## config.mk

```make
export PLATFORM = sky130hd
export DESIGN_NAME = mag_sched
export DESIGN_NICKNAME = d
export VERILOG_FILES = /design/src/rtl/mag_sched_pkg.sv /design/src/rtl/mag_div_seq.sv /design/src/rtl/mag_sched.sv
export SDC_FILE = /design/constraint.sdc
export NUM_CORES = 1
export LEC_CHECK = 0
export CORE_MARGIN = 3
export CORE_UTILIZATION = 45
export DETAILED_ROUTE_END_ITERATION = 6
export GPL_TIMING_DRIVEN = 0
export SLEW_MARGIN = 25
export SYNTH_ARGS = -nofsm -noshare
export SYNTH_HDL_FRONTEND = slang
export SYNTH_SLANG_ARGS = --single-unit
```

## constraint.sdc

```tcl
create_clock -name clock -period 22.8 [get_ports clock]
set_input_delay 3.42 -clock clock [delete_from_list [all_inputs] [get_ports clock]]
set_output_delay 3.42 -clock clock [all_outputs]
set_load 0.01 [all_outputs]
```

## src/rtl/mag_sched_pkg.sv

```systemverilog
// Shared types and default sizing for the spectrogram magnitude sequencer.
// Saturating output is selected by defining MAG_SCHED_SAT_EN.
package mag_sched_pkg;

  localparam int unsigned DEF_W         = 8;
  localparam int unsigned DEF_FRAME_LEN = 64;
  localparam int unsigned DEF_IDX_W     = 6;

  typedef enum logic [1:0] {
    IDLE = 2'd0,
    LOAD = 2'd1,
    DIV  = 2'd2,
    DONE = 2'd3
  } stateT;

endpackage

```

## src/rtl/mag_div_seq.sv

```systemverilog
// Restoring divider, one quotient bit per cycle, W iterations MSB first.
// The start cycle performs the first iteration; done pulses once the last bit is in.
module mag_div_seq
  import mag_sched_pkg::*;
#(
  parameter int unsigned W = DEF_W
) (
  input  logic           clock,
  input  logic           reset_n,
  input  logic           start,
  input  logic [2*W-1:0] dividend,
  input  logic [W:0]     divisor,
  output logic           done,
  output logic [W-1:0]   quotient
);

  localparam int unsigned CNT_W = $clog2(W + 1);

  logic [W:0]       remQ;
  logic [W-1:0]     lowQ;
  logic [CNT_W-1:0] cntQ;

  logic [W:0]   curRem;
  logic         curBit;
  logic [W+1:0] trial;
  logic         fits;
  logic [W:0]   nextRem;

  // The quotient is known to fit in W bits, so the upper dividend half seeds the remainder.
  always_comb begin
    curRem  = start ? {1'b0, dividend[2*W-1:W]} : remQ;
    curBit  = start ? dividend[W-1] : lowQ[W-1];
    trial   = {curRem, curBit};
    fits    = (trial >= {1'b0, divisor});
    nextRem = fits ? (W+1)'(trial - {1'b0, divisor}) : trial[W:0];
  end

  always_ff @(posedge clock or negedge reset_n) begin
    if (!reset_n) begin
      remQ     <= '0;
      lowQ     <= '0;
      cntQ     <= '0;
      quotient <= '0;
      done     <= 1'b0;
    end else if (start) begin
      remQ     <= nextRem;
      lowQ     <= {dividend[W-2:0], 1'b0};
      quotient <= {{(W-1){1'b0}}, fits};
      cntQ     <= CNT_W'(W - 1);
      done     <= 1'b0;
    end else if (cntQ != '0) begin
      remQ     <= nextRem;
      lowQ     <= {lowQ[W-2:0], 1'b0};
      quotient <= {quotient[W-2:0], fits};
      cntQ     <= cntQ - CNT_W'(1);
      done     <= (cntQ == CNT_W'(1));
    end else begin
      done     <= 1'b0;
    end
  end

endmodule

```

## src/rtl/mag_sched.sv

```systemverilog
// Magnitude sequencer: |z| ~= max + min^2/(2*max) via a shared sequential divider.
// Define MAG_SCHED_SAT_EN to saturate overflowing sums instead of wrapping them.
module mag_sched
  import mag_sched_pkg::*;
#(
  parameter int unsigned W         = DEF_W,
  parameter int unsigned FRAME_LEN = DEF_FRAME_LEN,
  parameter int unsigned IDX_W     = DEF_IDX_W
) (
  input  logic             clock,
  input  logic             reset_n,
  input  logic             in_valid,
  output logic             in_ready,
  input  logic [W-1:0]     in_real,
  input  logic [W-1:0]     in_imag,
  output logic             out_valid,
  input  logic             out_ready,
  output logic [W-1:0]     out_mag,
  output logic [IDX_W-1:0] out_index,
  output logic             out_last,
  output logic             busy
);

  localparam logic [IDX_W-1:0] LAST_IDX = IDX_W'(FRAME_LEN - 1);

  stateT stateQ, stateNext;

  logic [W-1:0]     realQ, realNext;
  logic [W-1:0]     imagQ, imagNext;
  logic [W-1:0]     mxQ, mxNext;
  logic [W-1:0]     quotQ, quotNext;
  logic [W-1:0]     outMagQ, outMagNext;
  logic [IDX_W-1:0] idxQ, idxNext;
  logic             outLastQ, outLastNext;
  logic             outValidQ, outValidNext;
  logic             inReadyQ, inReadyNext;
  logic             busyQ, busyNext;

  logic [W-1:0]   mxC, mnC;
  logic [2*W-1:0] sqC;
  logic [W:0]     dvC;
  logic [W:0]     sumC;
  logic [W-1:0]   magC;
  logic           divStart;
  logic           divDone;
  logic [W-1:0]   divQuot;

  mag_div_seq #(.W(W)) uDiv (
    .clock    (clock),
    .reset_n  (reset_n),
    .start    (divStart),
    .dividend (sqC),
    .divisor  (dvC),
    .done     (divDone),
    .quotient (divQuot)
  );

  // Ordering and scaling of the held bin; ties pick the imaginary component.
  always_comb begin
    mxC  = (realQ > imagQ) ? realQ : imagQ;
    mnC  = (realQ > imagQ) ? imagQ : realQ;
    sqC  = (2*W)'(mnC) * (2*W)'(mnC);
    dvC  = {mxC, 1'b0};
    sumC = (W+1)'(mxQ) + (W+1)'(quotQ);
`ifdef MAG_SCHED_SAT_EN
    magC = sumC[W] ? '1 : sumC[W-1:0];
`else
    magC = sumC[W-1:0];
`endif
  end

  always_comb begin
    stateNext    = stateQ;
    realNext     = realQ;
    imagNext     = imagQ;
    mxNext       = mxQ;
    quotNext     = quotQ;
    outMagNext   = outMagQ;
    idxNext      = idxQ;
    outValidNext = outValidQ;
    divStart     = 1'b0;

    case (stateQ)
      IDLE: begin
        if (in_valid && inReadyQ) begin
          realNext  = in_real;
          imagNext  = in_imag;
          stateNext = LOAD;
        end
      end
      LOAD: begin
        mxNext = mxC;
        if (mxC == '0) begin
          quotNext  = '0;
          stateNext = DONE;
        end else begin
          divStart  = 1'b1;
          stateNext = DIV;
        end
      end
      DIV: begin
        if (divDone) begin
          quotNext  = divQuot;
          stateNext = DONE;
        end
      end
      DONE: begin
        // First DONE cycle registers the result; it is then held until accepted.
        if (!outValidQ) begin
          outValidNext = 1'b1;
          outMagNext   = magC;
        end else if (out_ready) begin
          outValidNext = 1'b0;
          idxNext      = (idxQ == LAST_IDX) ? '0 : idxQ + IDX_W'(1);
          stateNext    = IDLE;
        end
      end
      default: stateNext = IDLE;
    endcase

    outLastNext = (idxNext == LAST_IDX);
    inReadyNext = (stateNext == IDLE);
    busyNext    = (stateNext != IDLE);
  end

  always_ff @(posedge clock or negedge reset_n) begin
    if (!reset_n) begin
      stateQ    <= IDLE;
      realQ     <= '0;
      imagQ     <= '0;
      mxQ       <= '0;
      quotQ     <= '0;
      outMagQ   <= '0;
      idxQ      <= '0;
      outLastQ  <= 1'b0;
      outValidQ <= 1'b0;
      inReadyQ  <= 1'b1;
      busyQ     <= 1'b0;
    end else begin
      stateQ    <= stateNext;
      realQ     <= realNext;
      imagQ     <= imagNext;
      mxQ       <= mxNext;
      quotQ     <= quotNext;
      outMagQ   <= outMagNext;
      idxQ      <= idxNext;
      outLastQ  <= outLastNext;
      outValidQ <= outValidNext;
      inReadyQ  <= inReadyNext;
      busyQ     <= busyNext;
    end
  end

  assign in_ready  = inReadyQ;
  assign out_valid = outValidQ;
  assign out_mag   = outMagQ;
  assign out_index = idxQ;
  assign out_last  = outLastQ;
  assign busy      = busyQ;

endmodule

```

==> flow_metrics.env <==
export IMPL_grt_pass1_wl_mm=23.4
export IMPL_syn_num_nets=772
export IMPL_hold_class="reg -> reg"
export IMPL_finalClockSkew_ns=0.00947
export IMPL_layout_drive_gt1_share_pct=7.45
export IMPL_numPortBuffers=37
export IMPL_dp_final_hpwl_mm=10.8
export IMPL_route_antenna_remaining_nets=0
export IMPL_fp_dieW_um=123
export IMPL_synth_most_common_cell="inv_1"
export IMPL_relSlewSlack_pct=46.9
export IMPL_critPathBufInv=5
export IMPL_die_area_um2=15000
export IMPL_overflow=0
export IMPL_hold_violations=0
export IMPL_drt_pass1_iter_count=4
export IMPL_ys_seq_area_share_pct=33.1
export IMPL_grt_pass1_vias=4867
export IMPL_final_period_utilization_pct=36.8
export IMPL_post_cts_setup_buffers=0
export IMPL_cts_buffer_depth=2
export IMPL_fin_nets=821
export IMPL_routed_via_density=5.42
export IMPL_cts_sinks=81
export IMPL_area_growth_pct=15.2
export IMPL_yosys_register_bits=81
export IMPL_cts_hold_buf=0
export IMPL_start_kind="register"
export IMPL_clock_latency_ns=0.34
export IMPL_die_height_um=123
export IMPL_gp_congestion=0.908
export IMPL_synth_edff_count=0
export IMPL_post_route_drc_count=0
export IMPL_multi_input_area_um2=3680
export IMPL_crit_family="adder cells"
export IMPL_antenna_cells=0
export IMPL_maxSlewViolCount=0
export IMPL_nFillCells=1191
export IMPL_synth_top_area_share_pct=32.7
export IMPL_yosysTopAreaCell="dfrtp_1"
export IMPL_synth_distinct_cells=62
export IMPL_track_usage_pct=19.5
export IMPL_async_reset_ff_share_pct=100
export IMPL_antenna_found_initial=0
export IMPL_start_util_pct=47.2
export IMPL_cp_data_required_time_ns=23.03
export IMPL_rsz0062_at_grt="no"
export IMPL_maxCapViolCount=0
export IMPL_seq_area_um2=2030
export IMPL_crit_type="reg -> reg"
export IMPL_worst_pin_slew_ns=0.781
export IMPL_first_iter_violations=296
export IMPL_placed_cell_area_um2=6730
export IMPL_avgSynthCellArea_um2=9.12
export IMPL_post_drt_wl_per_cell_um=15.2
export IMPL_arrival_ns=8.62
export IMPL_status="complete, no violations"
export IMPL_cts_repair_resized=0
export IMPL_cts_root_buf="clkbuf_16"
export IMPL_cp_end_kind="register"
export IMPL_h_tree_depth=3
export IMPL_clk_pin_slew_worst_paths_ns=0.07
export IMPL_wl_mm=13.6
export IMPL_via_count=4862
export IMPL_setup_viol=0
export IMPL_fin_area_um2=7050
export IMPL_cts_made_buffers=9
export IMPL_core_area_um2=13000
export IMPL_grt_max_degree=54
export IMPL_rows=41
export IMPL_syn_instance_count=671
export IMPL_cp_max_fo=10
export IMPL_ys_flop_type="dfrtp_1"
export IMPL_max_freq_mhz=119
export IMPL_netlist_area_um2=6120
export IMPL_io_pin_count=38
export IMPL_fin_setup_tns_ns=0
export IMPL_synth_commonest_cells="inv_1 (86), dfrtp_1 (80), nand2_1 (73)"
export IMPL_slowest_delay_ns=0.61
export IMPL_synthTopCellsByArea="dfrtp_1 (33%), ha_1 (11%), fa_1 (8.8%), inv_1 (5.3%), nand2_1 (4.5%)"
export IMPL_yosysWarnings=0
export IMPL_cts_tree="done"
export IMPL_cp_slowest_cell="mux2i_1"
export IMPL_layout_min_cycle_time_ns=8.39
worst reg2reg max path: cells and delay by family, from the launching register on:
family / cells / cell delay, ns
muxes: 2 / 0.86
DFF: 1 / 0.46
buffers and inverters: 5 / 0.47
adders and majority gates: 7 / 3.02
AOI/OAI and AO/OA: 10 / 2.18
xor gates and xnor gates: 1 / 0.15
and+or+nand+nor: 5 / 1.15
layout by cell type (no fill, tap or decap), drive strengths merged, types with 3 or more instances in the layout:
| cell | Yosys | layout |
|---|---|---|
| o211ai | 5 | 5 |
| a21o | 3 | 3 |
| nand4b | 8 | 8 |
| o221ai | 5 | 5 |
| fa | 27 | 27 |
| clkbuf | 13 | 23 |
| nand4 | 6 | 6 |
| dfrtp | 80 | 80 |
| xnor2 | 20 | 20 |
| nor4 | 6 | 6 |
| o31ai | 4 | 4 |
| nor2 | 49 | 49 |
| o21bai | 4 | 4 |
| a21oi | 35 | 35 |
| buf | 7 | 9 |
| ha | 54 | 54 |
| mux2i | 17 | 17 |
| nor3 | 14 | 14 |
| xor2 | 10 | 10 |
| mux2 | 11 | 11 |
| nor2b | 5 | 5 |
| or2 | 7 | 7 |
| or3 | 3 | 3 |
| and3 | 3 | 3 |
| o21a | 10 | 10 |
| nand3 | 19 | 19 |
| clkdlybuf4s50 | 0 | 36 |
| nand2b | 6 | 6 |
| inv | 86 | 88 |
| a31oi | 10 | 10 |
| and2 | 3 | 3 |
| nand2 | 74 | 74 |
| o21ai | 47 | 47 |
flip-flops by register name, indices dropped and copies added, names as in the netlist:
signal,count
realQ,8
imagQ,8
mxQ,8
uDiv.cntQ,4
out_valid,1
uDiv.done,1
stateQ,2
uDiv.quotient,8
in_ready,1
out_last,1
uDiv.lowQ,7
out_index,6
quotQ,8
uDiv.remQ,9
out_mag,8
busy,1
cell type report:
class / count / area share, %
flip-flops and latches: 81 / 28.8
clock inverters: 6 / 1.28
well taps: 172 / 3.05
clock buffers: 10 / 3.25
plain buffers: 20 / 1.22
repair buffers: 38 / 5.61
inverters: 86 / 4.58
multi-input cells: 484 / 52.2
final timing paths:
kind                       startpoint           end  slack (ns)  depth (start not counted)
min in group asynchronous     reset_n  out_index[0]        3.01                          1
setup / recovery             realQ[4]  uDiv.remQ[2]       14.41                         30
hold reg to reg            out_mag[5]    out_mag[5]        0.48                          2
max in group asynchronous     reset_n  uDiv.remQ[3]       19.20                          2
hold / removal             out_mag[5]    out_mag[5]        0.48                          2
setup reg to reg             realQ[4]  uDiv.remQ[2]       14.41                         30
kinds of logic after synthesis:
group / Yosys count / share of synthesized area (%)
fa+ha+maj: 81 / 19.9
compound gates: 137 / 14.5
buf+inv: 106 / 6.68
xor+xnor: 30 / 4.29
mux: 28 / 5.07
flops: 81 / 33.1
simple gates: 208 / 16.4
layer usage:
| layer | share of wire (%) | vias up | routed length (um) | global-route usage, % |
|---|---|---|---|---|
| met3 | 2.9 | 13 | 394 | 2.49 |
| met2 | 49 | 92 | 6680 | 33.6 |
| li1 | - | 2392 | - | - |
| met4 | 1.4 | 0 | 193 | 5.46 |
| met1 | 47 | 2365 | 6330 | 25.7 |
| met5 | 0 | - | 0 | 0 |
through the flow:
step,hold slack [ns],setup WS (ns),std cells,util [%]
2_1_floorplan,0.452,15.53,671,-
3_3_place_gp,0.462,14.51,880,51.7
3_5_place_dp,0.470,14.46,881,51.9
4_1_cts,0.485,14.47,897,54.3
5_1_grt,0.507,13.81,897,54.3
6_report,0.477,14.41,897,54.3
Power is left out: the tool's default activity adds up to more than one toggle a clock period on the data nets, which glitch-free logic cannot reach.
